`config.mk`:
```
export PLATFORM = sky130hd
export DESIGN_NAME = tlk2711_axi_mem_slave
export DESIGN_NICKNAME = d
export VERILOG_FILES = /design/src/rtl/tlk2711_axi_mem_slave.sv
export SDC_FILE = /design/constraint.sdc
export NUM_CORES = 1
export LEC_CHECK = 0
export ABC_AREA = 0
export CORE_AREA = 10 10 166 168
export DETAILED_ROUTE_END_ITERATION = 8
export DIE_AREA = 0 0 176 178
export PLACE_DENSITY = 0.68
export SYNTH_ARGS = -nofsm -noshare
export SYNTH_HDL_FRONTEND = slang
export SYNTH_SLANG_ARGS = --single-unit
```
`constraint.sdc`:
```
create_clock -name clk -period 4.5 [get_ports clk]
set_input_delay 0.9 -clock clk [delete_from_list [all_inputs] [get_ports clk]]
set_output_delay 0.9 -clock clk [all_outputs]
set_load 0.05 [all_outputs]
```
`src/rtl/tlk2711_axi_mem_slave.sv`:
```
// AXI4 slave memory responder for the tlk2711_top DMA port: serves reads with an
// address-derived 16-bit lane pattern, sinks writes, and checks WLAST against the burst length.
module tlk2711_axi_mem_slave #(
  parameter int ADDR_WIDTH = 32,
  parameter int DATA_WIDTH = 128,
  parameter int ID_WIDTH   = 4
) (
  input  logic                    clk,
  input  logic                    rst_n,
  input  logic                    s_axi_arvalid,
  output logic                    s_axi_arready,
  input  logic [ID_WIDTH-1:0]     s_axi_arid,
  input  logic [ADDR_WIDTH-1:0]   s_axi_araddr,
  input  logic [7:0]              s_axi_arlen,
  output logic                    s_axi_rvalid,
  input  logic                    s_axi_rready,
  output logic [DATA_WIDTH-1:0]   s_axi_rdata,
  output logic [ID_WIDTH-1:0]     s_axi_rid,
  output logic [1:0]              s_axi_rresp,
  output logic                    s_axi_rlast,
  input  logic                    s_axi_awvalid,
  output logic                    s_axi_awready,
  input  logic [ID_WIDTH-1:0]     s_axi_awid,
  input  logic [ADDR_WIDTH-1:0]   s_axi_awaddr,
  input  logic [7:0]              s_axi_awlen,
  input  logic                    s_axi_wvalid,
  output logic                    s_axi_wready,
  input  logic [DATA_WIDTH-1:0]   s_axi_wdata,
  input  logic [DATA_WIDTH/8-1:0] s_axi_wstrb,
  input  logic                    s_axi_wlast,
  output logic                    s_axi_bvalid,
  input  logic                    s_axi_bready,
  output logic [ID_WIDTH-1:0]     s_axi_bid,
  output logic [1:0]              s_axi_bresp,
  input  logic                    i_rd_stall,
  input  logic                    i_wr_stall,
  output logic [31:0]             o_rd_burst_cnt,
  output logic [31:0]             o_wr_beat_cnt,
  output logic                    o_wr_err
);

  localparam int LANES = DATA_WIDTH / 16;

  typedef enum logic       {RD_IDLE, RD_DATA} rd_state_t;
  typedef enum logic [1:0] {WR_ADDR, WR_DATA, WR_RESP} wr_state_t;

  rd_state_t rd_state, rd_state_next;
  wr_state_t wr_state, wr_state_next;

  logic [ID_WIDTH-1:0] rd_id, wr_id;
  logic [15:0]         rd_base;
  logic [7:0]          rd_len, rd_beat, wr_len, wr_beat;
  logic                rd_fire, wr_fire, wr_burst_err;
  logic [15:0]         beat_base;

  // Storage is never modelled, so write address/data/strobes and the address bits
  // outside the pattern window are intentionally left unused.
  logic unused_inputs;
  assign unused_inputs = ^{s_axi_awaddr, s_axi_wdata, s_axi_wstrb,
                           s_axi_araddr[ADDR_WIDTH-1:17], s_axi_araddr[0]};

  // NOTE: state registers use non-blocking assignments; combinational blocks use blocking.
  always_ff @(posedge clk or negedge rst_n) begin
    if (!rst_n) begin
      rd_state <= RD_IDLE;
      wr_state <= WR_ADDR;
    end else begin
      rd_state <= rd_state_next;
      wr_state <= wr_state_next;
    end
  end

  // NOTE: every output gets a default first so no path leaves it unassigned (no latches).
  always_comb begin
    rd_state_next = rd_state;
    s_axi_arready = 1'b0;
    s_axi_rvalid  = 1'b0;
    s_axi_rlast   = 1'b0;
    rd_fire       = 1'b0;
    case (rd_state)
      RD_IDLE: begin
        s_axi_arready = 1'b1;
        if (s_axi_arvalid) rd_state_next = RD_DATA;
      end
      RD_DATA: begin
        s_axi_rvalid = !i_rd_stall;
        s_axi_rlast  = (rd_beat == rd_len);
        rd_fire      = !i_rd_stall && s_axi_rready;
        if (rd_fire && (rd_beat == rd_len)) rd_state_next = RD_IDLE;
      end
      default: rd_state_next = RD_IDLE;
    endcase
  end

  always_comb begin
    wr_state_next = wr_state;
    s_axi_awready = 1'b0;
    s_axi_wready  = 1'b0;
    s_axi_bvalid  = 1'b0;
    wr_fire       = 1'b0;
    case (wr_state)
      WR_ADDR: begin
        s_axi_awready = 1'b1;
        if (s_axi_awvalid) wr_state_next = WR_DATA;
      end
      WR_DATA: begin
        s_axi_wready = !i_wr_stall;
        wr_fire      = s_axi_wvalid && !i_wr_stall;
        if (wr_fire && (wr_beat == wr_len)) wr_state_next = WR_RESP;
      end
      WR_RESP: begin
        s_axi_bvalid = 1'b1;
        if (s_axi_bready) wr_state_next = WR_ADDR;
      end
      default: wr_state_next = WR_ADDR;
    endcase
  end

  always_ff @(posedge clk or negedge rst_n) begin
    if (!rst_n) begin
      rd_id          <= '0;
      rd_base        <= '0;
      rd_len         <= '0;
      rd_beat        <= '0;
      o_rd_burst_cnt <= '0;
    end else if (rd_state == RD_IDLE && s_axi_arvalid) begin
      rd_id   <= s_axi_arid;
      rd_base <= s_axi_araddr[16:1];
      rd_len  <= s_axi_arlen;
      rd_beat <= '0;
    end else if (rd_fire) begin
      if (rd_beat == rd_len) o_rd_burst_cnt <= o_rd_burst_cnt + 32'd1;
      else                   rd_beat        <= rd_beat + 8'd1;
    end
  end

  // The counted length ends the burst; WLAST is only compared against it.
  always_ff @(posedge clk or negedge rst_n) begin
    if (!rst_n) begin
      wr_id         <= '0;
      wr_len        <= '0;
      wr_beat       <= '0;
      wr_burst_err  <= 1'b0;
      o_wr_beat_cnt <= '0;
      o_wr_err      <= 1'b0;
    end else begin
      if (wr_state == WR_ADDR && s_axi_awvalid) begin
        wr_id   <= s_axi_awid;
        wr_len  <= s_axi_awlen;
        wr_beat <= '0;
      end
      if (wr_fire) begin
        o_wr_beat_cnt <= o_wr_beat_cnt + 32'd1;
        wr_beat       <= wr_beat + 8'd1;
        if (s_axi_wlast != (wr_beat == wr_len)) begin
          wr_burst_err <= 1'b1;
          o_wr_err     <= 1'b1;
        end
      end
      if (wr_state == WR_RESP && s_axi_bready) wr_burst_err <= 1'b0;
    end
  end

  always_comb begin
    beat_base   = rd_base + 16'(rd_beat) * 16'(LANES);
    s_axi_rdata = '0;
    for (int k = 0; k < LANES; k++) s_axi_rdata[16*k +: 16] = beat_base + 16'(k);
  end

  assign s_axi_rid   = rd_id;
  assign s_axi_rresp = 2'b00;
  assign s_axi_bid   = wr_id;
  assign s_axi_bresp = wr_burst_err ? 2'b10 : 2'b00;

endmodule

```
==> results of run 1 <==
## kinds of logic after synthesis
family                   synth area share (%)
buffers and inverters                   4.330
AND/OR/NAND/NOR                         21.56
multiplexers                            4.024
other                                 0.04825
XOR/XNOR                                21.57
flip-flops                              40.24
AO/OA/AOI/OAI                           4.588
adder cells (fa/ha/maj)                 3.638
## cell usage in the layout (no fill, tap or decap), types with 3 or more instances in the layout
cell / count
sky130_fd_sc_hd__nand2b_1: 3
sky130_fd_sc_hd__a31oi_1: 3
sky130_fd_sc_hd__clkdlybuf4s50_1: 178
sky130_fd_sc_hd__and4_1: 3
sky130_fd_sc_hd__conb_1: 3
sky130_fd_sc_hd__nand4_1: 23
sky130_fd_sc_hd__buf_12: 70
sky130_fd_sc_hd__xnor2_1: 113
sky130_fd_sc_hd__nand3_1: 44
sky130_fd_sc_hd__clkbuf_16: 17
sky130_fd_sc_hd__dfrtp_1: 123
sky130_fd_sc_hd__xor2_1: 55
sky130_fd_sc_hd__nor2b_1: 5
sky130_fd_sc_hd__a21o_1: 3
sky130_fd_sc_hd__ha_1: 19
sky130_fd_sc_hd__a21oi_1: 10
sky130_fd_sc_hd__nor4_4: 3
sky130_fd_sc_hd__clkbuf_8: 5
sky130_fd_sc_hd__bufinv_16: 3
sky130_fd_sc_hd__o21ai_0: 15
sky130_fd_sc_hd__mux2_2: 26
sky130_fd_sc_hd__inv_1: 17
sky130_fd_sc_hd__nor2_1: 63
sky130_fd_sc_hd__xnor2_2: 17
sky130_fd_sc_hd__nor3_2: 6
sky130_fd_sc_hd__buf_4: 36
sky130_fd_sc_hd__nor2_2: 3
sky130_fd_sc_hd__and2_1: 4
sky130_fd_sc_hd__inv_2: 3
sky130_fd_sc_hd__a211oi_1: 4
sky130_fd_sc_hd__nor4_1: 3
sky130_fd_sc_hd__and3_1: 25
sky130_fd_sc_hd__nor4_2: 6
sky130_fd_sc_hd__nand2_1: 105
sky130_fd_sc_hd__nor3_1: 9
## metrics by stage
step / setup TNS (ns) / setup WS [ns] / util [%] / hold WS, ns / cells
2_1_floorplan: -0.1077 / -0.02241 / - / 0.4323 / 808
3_3_place_gp: 0 / 0.2304 / 47.44 / 0.4535 / 1363
3_5_place_dp: 0 / 0.2192 / 47.44 / 0.4627 / 1363
4_1_cts: 0 / 0.01269 / 50.40 / 0.4742 / 1400
5_1_grt: -0.05626 / -0.01676 / 50.89 / 0.4873 / 1404
6_report: 0 / 0.1221 / 50.91 / 0.4675 / 1406
## area by class of cell
| cell class | count | area share, % |
|---|---|---|
| diodes | 2 | 0.04078 |
| clock buffers | 24 | 4.088 |
| inverters | 21 | 0.6525 |
| multi-input cells | 617 | 37.13 |
| flip-flops and latches | 125 | 25.51 |
| repair buffers | 285 | 28.23 |
| clock inverters | 8 | 1.050 |
| well taps | 324 | 3.303 |
## synthesized netlist by cell type (6+ instances only)
cell type / number
sky130_fd_sc_hd__a21oi_1: 10
sky130_fd_sc_hd__and3_1: 26
sky130_fd_sc_hd__buf_4: 17
sky130_fd_sc_hd__clkbuf_1: 19
sky130_fd_sc_hd__dfrtp_1: 125
sky130_fd_sc_hd__ha_1: 21
sky130_fd_sc_hd__inv_1: 17
sky130_fd_sc_hd__mux2_2: 26
sky130_fd_sc_hd__nand2_1: 105
sky130_fd_sc_hd__nand3_1: 44
sky130_fd_sc_hd__nand4_1: 23
sky130_fd_sc_hd__nor2_1: 66
sky130_fd_sc_hd__nor2b_1: 6
sky130_fd_sc_hd__nor3_1: 12
sky130_fd_sc_hd__nor4_2: 7
sky130_fd_sc_hd__o21ai_0: 15
sky130_fd_sc_hd__xnor2_1: 129
sky130_fd_sc_hd__xor2_1: 55
## timing repair
action                                  in CTS  in global routing
cloned                                       0                  1
pin swaps                                    3                  5
resized for setup                            8                 19
endpoints found under the setup margin      28                 37
buffers inserted                             5                  3
hold endpoints to repair                     0                  0
## worst register-to-register path, delay by kind of cell (launching register included)
kind / cells / cell delay [ns]
and+or+nand+nor: 5 / 1.57
DFF: 1 / 0.47
buffers and inverters: 1 / 0.18
xor gates and xnor gates: 2 / 0.37
## state kept, by name, summed over array words and instances (netlist names)
register,count
s_axi_bid,4
o_wr_err,1
wr_burst_err,1
o_wr_beat_cnt,32
rd_len,8
wr_beat,8
o_rd_burst_cnt,32
wr_state,2
rd_base,16
rd_beat,8
s_axi_rid,4
wr_len,8
rd_state,1
## metal layers
metal | global-route usage (%) | vias to the layer above | routed length (um)
li1 | - | 3210 | -
met1 | 16.95 | 3155 | 9721
met2 | 25.95 | 245 | 11610
met3 | 7.463 | 31 | 2682
met4 | 4.804 | 4 | 473
met5 | 0 | - | 32
## final timing paths
kind                                               start                              to  slack [ns]
setup reg to reg                  rd_beat[3]$_DFFE_PN0P_  o_rd_burst_cnt[21]$_DFFE_PN0P_        1.81
setup / recovery                  rd_beat[0]$_DFFE_PN0P_                 s_axi_rdata[62]        0.12
min in group asynchronous                          rst_n         wr_state[0]$_DFFE_PN0P_        0.59
hold reg to reg            o_wr_beat_cnt[31]$_DFFE_PN0P_   o_wr_beat_cnt[31]$_DFFE_PN0P_        0.47
hold / removal             o_wr_beat_cnt[31]$_DFFE_PN0P_   o_wr_beat_cnt[31]$_DFFE_PN0P_        0.47
max in group asynchronous                          rst_n          rd_beat[1]$_DFFE_PN0P_        2.93
==> qor.log, run 1 <==
INFO  status         outcome=finished clean
INFO  clocking       cts.path.max_buffers=2
INFO  layout         area_growth=57.90%
INFO  die            design.die.area=31,330um2
INFO  timing         timing.max_slew.rel_slack=40.22%
INFO  layout         fraction_of_layout_instances_using_a_drive_strength_above_1=21.30%
INFO  placed_design  port_buffers=257
INFO  clocking       cts_hold_repair.buffers=0
INFO  setup_path     critical_path_required=3.60ns
INFO  layout         fillCellCount=2,211
INFO  flow_run       maximum_capacitance_violations=0
INFO  timing         setup_viol=0
INFO  timing         period_share=97.29%
INFO  detailed_routing detailedRoute.firstPassIterationCount=4
INFO  logic_synthesis synth_top_cells_by_area=sky130_fd_sc_hd__dfrtp_1, sky130_fd_sc_hd__xnor2_1, sky130_fd_sc_hd__xor2_1
INFO  detailed_routing wirelength=24,520um
INFO  grt            antenna_found_initial=4
INFO  setup_path     crit_cells=11
INFO  logic_synthesis count_of_cell_types_in_the_netlist=61
INFO  timing         timing.final.hold_violations=0
INFO  detailed_routing drt_first_iter_violations=258
INFO  timing         timing.clock.skew=0.01118ns
INFO  setup_path     worst_path_largest_cell_delay=0.45ns
INFO  setup_path     path_buf_inv=2
INFO  clocking       numCtsBuffers=17
INFO  die            die_w=176um
INFO  setup_path     cpLargestDelayFamily=simple AND/OR/NAND/NOR gates
INFO  timing         final_period_minus_worst_setup_slack=4.378ns
INFO  setup_path     crit_top_cell=sky130_fd_sc_hd__xnor2_1
INFO  timing         max_slew.worst_pin.slew=0.8934ns
INFO  placed_design  dp_hpwl=19,710um
INFO  setup_path     critPathSlowestCell=sky130_fd_sc_hd__dfrtp_2
INFO  timing         maximum_clock_rate=228.4MHz
INFO  detailed_routing vias=6,645
INFO  setup_path     crit_path_start_kind=flip-flop
INFO  logic_synthesis post_synth.cell_area_avg=9.643um2
INFO  clocking       clkLatencyLatePin=0.41ns
INFO  clocking       cts_sinks=125
INFO  die            die_h=178um
INFO  logic_synthesis postSynth.asyncResetShare=100.0%
INFO  logic_synthesis seq_area_frac_synth=40.24%
INFO  placed_design  gp_congestion=0.8882
INFO  clocking       tritoncts_clock_tree=built
INFO  die            design.core.area=24,110um2
INFO  detailed_routing route.detailed.wl_per_inst=17.44um
INFO  worst_hold_path min_path_type=flip-flop to flip-flop
INFO  grt            globalRoute.totalOverflow=0
INFO  timing         report.final.slew_viol_count=0
INFO  grt            grt_max_degree=65
INFO  setup_path     cp.arrival=3.48ns
INFO  logic_synthesis yosysTopAreaCellShare=40.24%
INFO  clocking       htreeDepth=4
INFO  logic_synthesis yosys_warnings=0
INFO  die            initial_utilization=32.24%
INFO  grt            overall_routing_resource_usage=15.45%
INFO  timing         unrepaired_setup_endpoints_after_global_routing=true
INFO  layout         finish.net_count=1,331
INFO  logic_synthesis synth.cell_area=7772um2
INFO  setup_path     timing.setup.critical_path_class=flip-flop to primary output
INFO  die            design.portCount=453
INFO  logic_synthesis postSynthCellCount=806
INFO  layout         design_area=12,270um2
INFO  grt            grt_first_pass_wirelength=38,720um
INFO  clocking       ctsRootBufferMaster=sky130_fd_sc_hd__clkbuf_16
INFO  detailed_routing route.detailed.vias_per_inst=4.726
INFO  setup_path     crit_fanout=6
INFO  setup_path     end_kind=primary output
INFO  layout         multi_input_area=4557um2
INFO  setup_path     path_cells=ha_1, fa_2, a211oi_4, or2_4, xnor2_1, and4_2, nand3_4, nor4_4, xnor2_1, buf_4, buf_12
INFO  logic_synthesis synth_top_cell_by_area=sky130_fd_sc_hd__dfrtp_1
INFO  worst_hold_path hold_depth=1
INFO  logic_synthesis synth.ff_latch_count=125
INFO  detailed_routing remaining_antenna_violation_count_after_routing=0
INFO  placed_design  placed_area=11,430um2
INFO  grt            first_global_vias=6,898
INFO  clocking       clk_pin_slew_worst_paths=0.06ns
INFO  detailed_routing drc_errors=0
INFO  layout         regArea=3131um2
INFO  logic_synthesis yosys_most_used_dff=sky130_fd_sc_hd__dfrtp_1
INFO  setup_path     r2r.worst_path.cells=8
INFO  die            num_rows=57
INFO  logic_synthesis synth_edf_count=0
Power of run 1 is left out: the tool's default activity adds up to more than one toggle a clock period on the data nets, which glitch-free logic cannot reach.
==> run 2, diff against run 1 <==
CORE_AREA = 2 2 177 179   (was 10 10 166 168)
DIE_AREA = 0 0 179 181   (was 0 0 176 178)
PLACE_DENSITY = 0.56   (was 0.68)
==> run 2 against run 1 <==
Effect of this change: cell count rose by 4.6%; global-route usage fell by 0.95 points; count of clock-buffer cells in the layout fell by 3; setup slack improved by 0.016 ns; sequential share of layout area fell by 0.21 points; first-iteration DRC count fell by 6.2%; core utilization fell by 10 points; final area rose by 0.85%; die area rose by 3.4%; critical path type unchanged; largest cell class unchanged.
==> qor.log, run 2 (synthesis gave the netlist of run 1 again) <==
INFO  setup_path     critical_path_required=3.60ns [about the same]
INFO  clocking       clk_pin_slew_worst_paths=0.06ns [about the same]
INFO  die            design.die.area=32,400um2 [was 31,330 um2]
INFO  flow_run       maximum_capacitance_violations=0 [unchanged]
INFO  timing         max_slew.worst_pin.slew=0.7662ns [was 0.8934 ns]
INFO  timing         timing.max_slew.rel_slack=48.92% [was 40.22%]
INFO  die            num_rows=64 [was 57]
INFO  worst_hold_path min_path_type=flip-flop to flip-flop [unchanged]
INFO  layout         diode_insertion_count_for_antenna_repair=0 [was 2]
INFO  grt            grt_max_degree=71 [was 65]
INFO  timing         setup_viol=0 [unchanged]
INFO  detailed_routing vias=6,555 [was 6,645]
INFO  worst_hold_path hold_depth=1 [unchanged]
INFO  layout         layout_common_cells=sky130_fd_sc_hd__clkdlybuf4s50_1, sky130_fd_sc_hd__dfrtp_1, sky130_fd_sc_hd__xnor2_1, sky130_fd_sc_hd__nand2_1, sky130_fd_sc_hd__buf_12 [unchanged]
INFO  die            initial_utilization=25.61% [was 32.24%]
INFO  placed_design  gp_congestion=0.8061 [was 0.8882]
INFO  layout         utilization=40.78% [was 50.91%]
INFO  timing         report.final.slew_viol_count=0 [unchanged]
INFO  layout         multi_input_area=4621um2 [was 4557 um2]
INFO  setup_path     end_kind=primary output [unchanged]
INFO  clocking       ctsRootBufferMaster=sky130_fd_sc_hd__clkbuf_16 [unchanged]
INFO  clocking       cts_sinks=125 [unchanged]
INFO  setup_path     timing.rr.start=o_wr_beat_cnt[8]$_DFFE_PN0P_ [was rd_beat[3]$_DFFE_PN0P_]
INFO  clocking       tritoncts_clock_tree=built [unchanged]
INFO  layout         finish.net_count=1,330 [was 1,331]
INFO  layout         layout_top_registers=o_rd_burst_cnt x32, o_wr_beat_cnt x32, rd_base x16 [unchanged]
INFO  detailed_routing remaining_antenna_violation_count_after_routing=0 [unchanged]
INFO  die            design.core.area=30,350um2 [was 24,110 um2]
INFO  die            die_h=181um [was 178 um]
INFO  placed_design  port_buffers=257 [unchanged]
INFO  setup_path     crit_path_start_kind=flip-flop [unchanged]
INFO  clocking       numCtsBuffers=17 [unchanged]
INFO  grt            grt_first_pass_wirelength=36,880um [was 38,720 um]
INFO  grt            globalRoute.totalOverflow=0 [unchanged]
INFO  timing         final_period_minus_worst_setup_slack=4.362ns [was 4.378 ns]
INFO  setup_path     r2r.worst_path.cells=7 [was 8]
INFO  detailed_routing drc_errors=0 [unchanged]
INFO  layout         regArea=3131um2 [unchanged]
INFO  clocking       clkLatencyLatePin=0.43ns [was 0.41 ns]
INFO  layout         fillCellCount=3,001 [was 2,211]
INFO  clocking       cts.path.max_buffers=2 [unchanged]
INFO  worst_hold_path hold-path-endpoint=o_wr_err$_DFFE_PN0P_ [was o_wr_beat_cnt[31]$_DFFE_PN0P_]
INFO  setup_path     r2r-end=o_wr_beat_cnt[30]$_DFFE_PN0P_ [was o_rd_burst_cnt[21]$_DFFE_PN0P_]
INFO  layout         fraction_of_layout_instances_using_a_drive_strength_above_1=21.21% [was 21.30%]
INFO  detailed_routing drt_first_iter_violations=242 [was 258]
INFO  timing         timing.final.hold_violations=0 [unchanged]
INFO  timing         timing.clock.skew=0.01693ns [was 0.01118 ns]
INFO  grt            first_global_vias=6,544 [was 6,898]
INFO  grt            antenna_found_initial=0 [was 4]
INFO  detailed_routing route.detailed.vias_per_inst=4.456 [was 4.726]
INFO  setup_path     timing.setup.critical_path_class=flip-flop to primary output [unchanged]
INFO  detailed_routing route.detailed.wl_per_inst=15.92um [was 17.44 um]
INFO  die            die_w=179um [was 176 um]
INFO  clocking       htreeDepth=4 [unchanged]
INFO  layout         layout.cells.most_common=sky130_fd_sc_hd__clkdlybuf4s50_1 [unchanged]
INFO  detailed_routing detailedRoute.firstPassIterationCount=4 [unchanged]
INFO  setup_path     crit_fanout=7 [was 6]
INFO  placed_design  dp_hpwl=18,120um [was 19,710 um]
INFO  timing         unrepaired_setup_endpoints_after_global_routing=true [unchanged]
INFO  timing         maximum_clock_rate=229.2MHz [was 228.4 MHz]
INFO  grt            overall_routing_resource_usage=14.51% [was 15.45%]
INFO  timing         period_share=96.94% [was 97.29%]
INFO  die            design.portCount=453 [unchanged]
INFO  layout         area_growth=59.24% [was 57.90%]
INFO  detailed_routing wirelength=23,430um [was 24,520 um]
INFO  setup_path     cp.arrival=3.46ns [was 3.48 ns]
INFO  status         outcome=finished clean [unchanged]
INFO  setup_path     worst-r2r-setup-slack=1.80ns [was 1.81 ns]
INFO  worst_hold_path hold_path.startpoint=o_wr_err$_DFFE_PN0P_ [was o_wr_beat_cnt[31]$_DFFE_PN0P_]
## run 2: cell types whose count changed in the layout (fill, tap and decap cells not counted), moves of 5 or more
| cell | before | now |
|---|---|---|
| sky130_fd_sc_hd__nor4_2 | 6 | 1 |
| sky130_fd_sc_hd__xnor2_1 | 113 | 108 |
| sky130_fd_sc_hd__buf_4 | 36 | 30 |
| sky130_fd_sc_hd__nor4_4 | 3 | 8 |
| sky130_fd_sc_hd__xnor2_2 | 17 | 23 |
## run 2: cell type report
type	instances	area share, %
multi-input combinational	617	37.33
timing repair buffer	284	28.11
sequential	125	25.29
tap	396	4.003
clock buffer	21	3.882
clock inverter	7	0.7279
inverter	21	0.6470
## run 2: critical path, stage by stage (launching register included)
cell	delay, ns
sky130_fd_sc_hd__dfrtp_2	0.45
sky130_fd_sc_hd__ha_2	0.22
sky130_fd_sc_hd__fa_2	0.38
sky130_fd_sc_hd__a211oi_4	0.35
sky130_fd_sc_hd__o31ai_4	0.13
sky130_fd_sc_hd__xor2_2	0.21
sky130_fd_sc_hd__buf_6	0.17
sky130_fd_sc_hd__and3_1	0.22
sky130_fd_sc_hd__nand3_4	0.19
sky130_fd_sc_hd__nor4b_2	0.32
sky130_fd_sc_hd__xnor2_1	0.22
sky130_fd_sc_hd__buf_12	0.18
## run 2: metal layers
metal | up-vias | part of all wire [%] | routed length, um | track usage (%)
li1 | 3208 | - | - | -
met5 | - | 0 | 0 | 0
met3 | 17 | 8.3 | 1942 | 4.987
met2 | 233 | 48 | 11190 | 24.40
met4 | 0 | 1.2 | 291 | 3.382
met1 | 3097 | 43 | 10000 | 17.73
## run 2: worst max path at each step
stage	cells after the start	startpoint	slack [ns]	endpoint
after global routing	10	rd_beat[0]$_DFFE_PN0P_	-0.01	s_axi_rdata[63]
after global placement	10	rd_beat[0]$_DFFE_PN0P_	0.15	s_axi_rdata[63]
after floorplan	11	rd_beat[0]$_DFFE_PN0P_	-0.02	s_axi_rdata[108]
after detailed placement	10	rd_beat[0]$_DFFE_PN0P_	0.05	s_axi_rdata[63]
after CTS	10	rd_beat[0]$_DFFE_PN0P_	0.008	s_axi_rdata[110]
final	11	rd_beat[0]$_DFFE_PN0P_	0.14	s_axi_rdata[127]
## run 2: through the flow
step | TNS (ns) | instance area [um2] | instances | hold WS, ns | setup slack [ns]
2_1_floorplan | -0.1077 | 7879 | 808 | 0.4323 | -0.02241
3_3_place_gp | 0 | 11590 | 1440 | 0.4487 | 0.1459
3_5_place_dp | 0 | 11590 | 1440 | 0.4591 | 0.04536
4_1_cts | 0 | 12250 | 1470 | 0.4701 | 0.008310
5_1_grt | -0.02142 | 12380 | 1471 | 0.4859 | -0.01331
6_report | 0 | 12380 | 1471 | 0.4599 | 0.1378
## run 2: repair_timing
action,CTS,global route
buffers inserted,2,0
pin swaps,3,10
endpoints found under the setup margin,40,31
hold buffers,0,0
cloned,0,1
resized for setup,15,21
Power of run 2 is left out for the same reason.
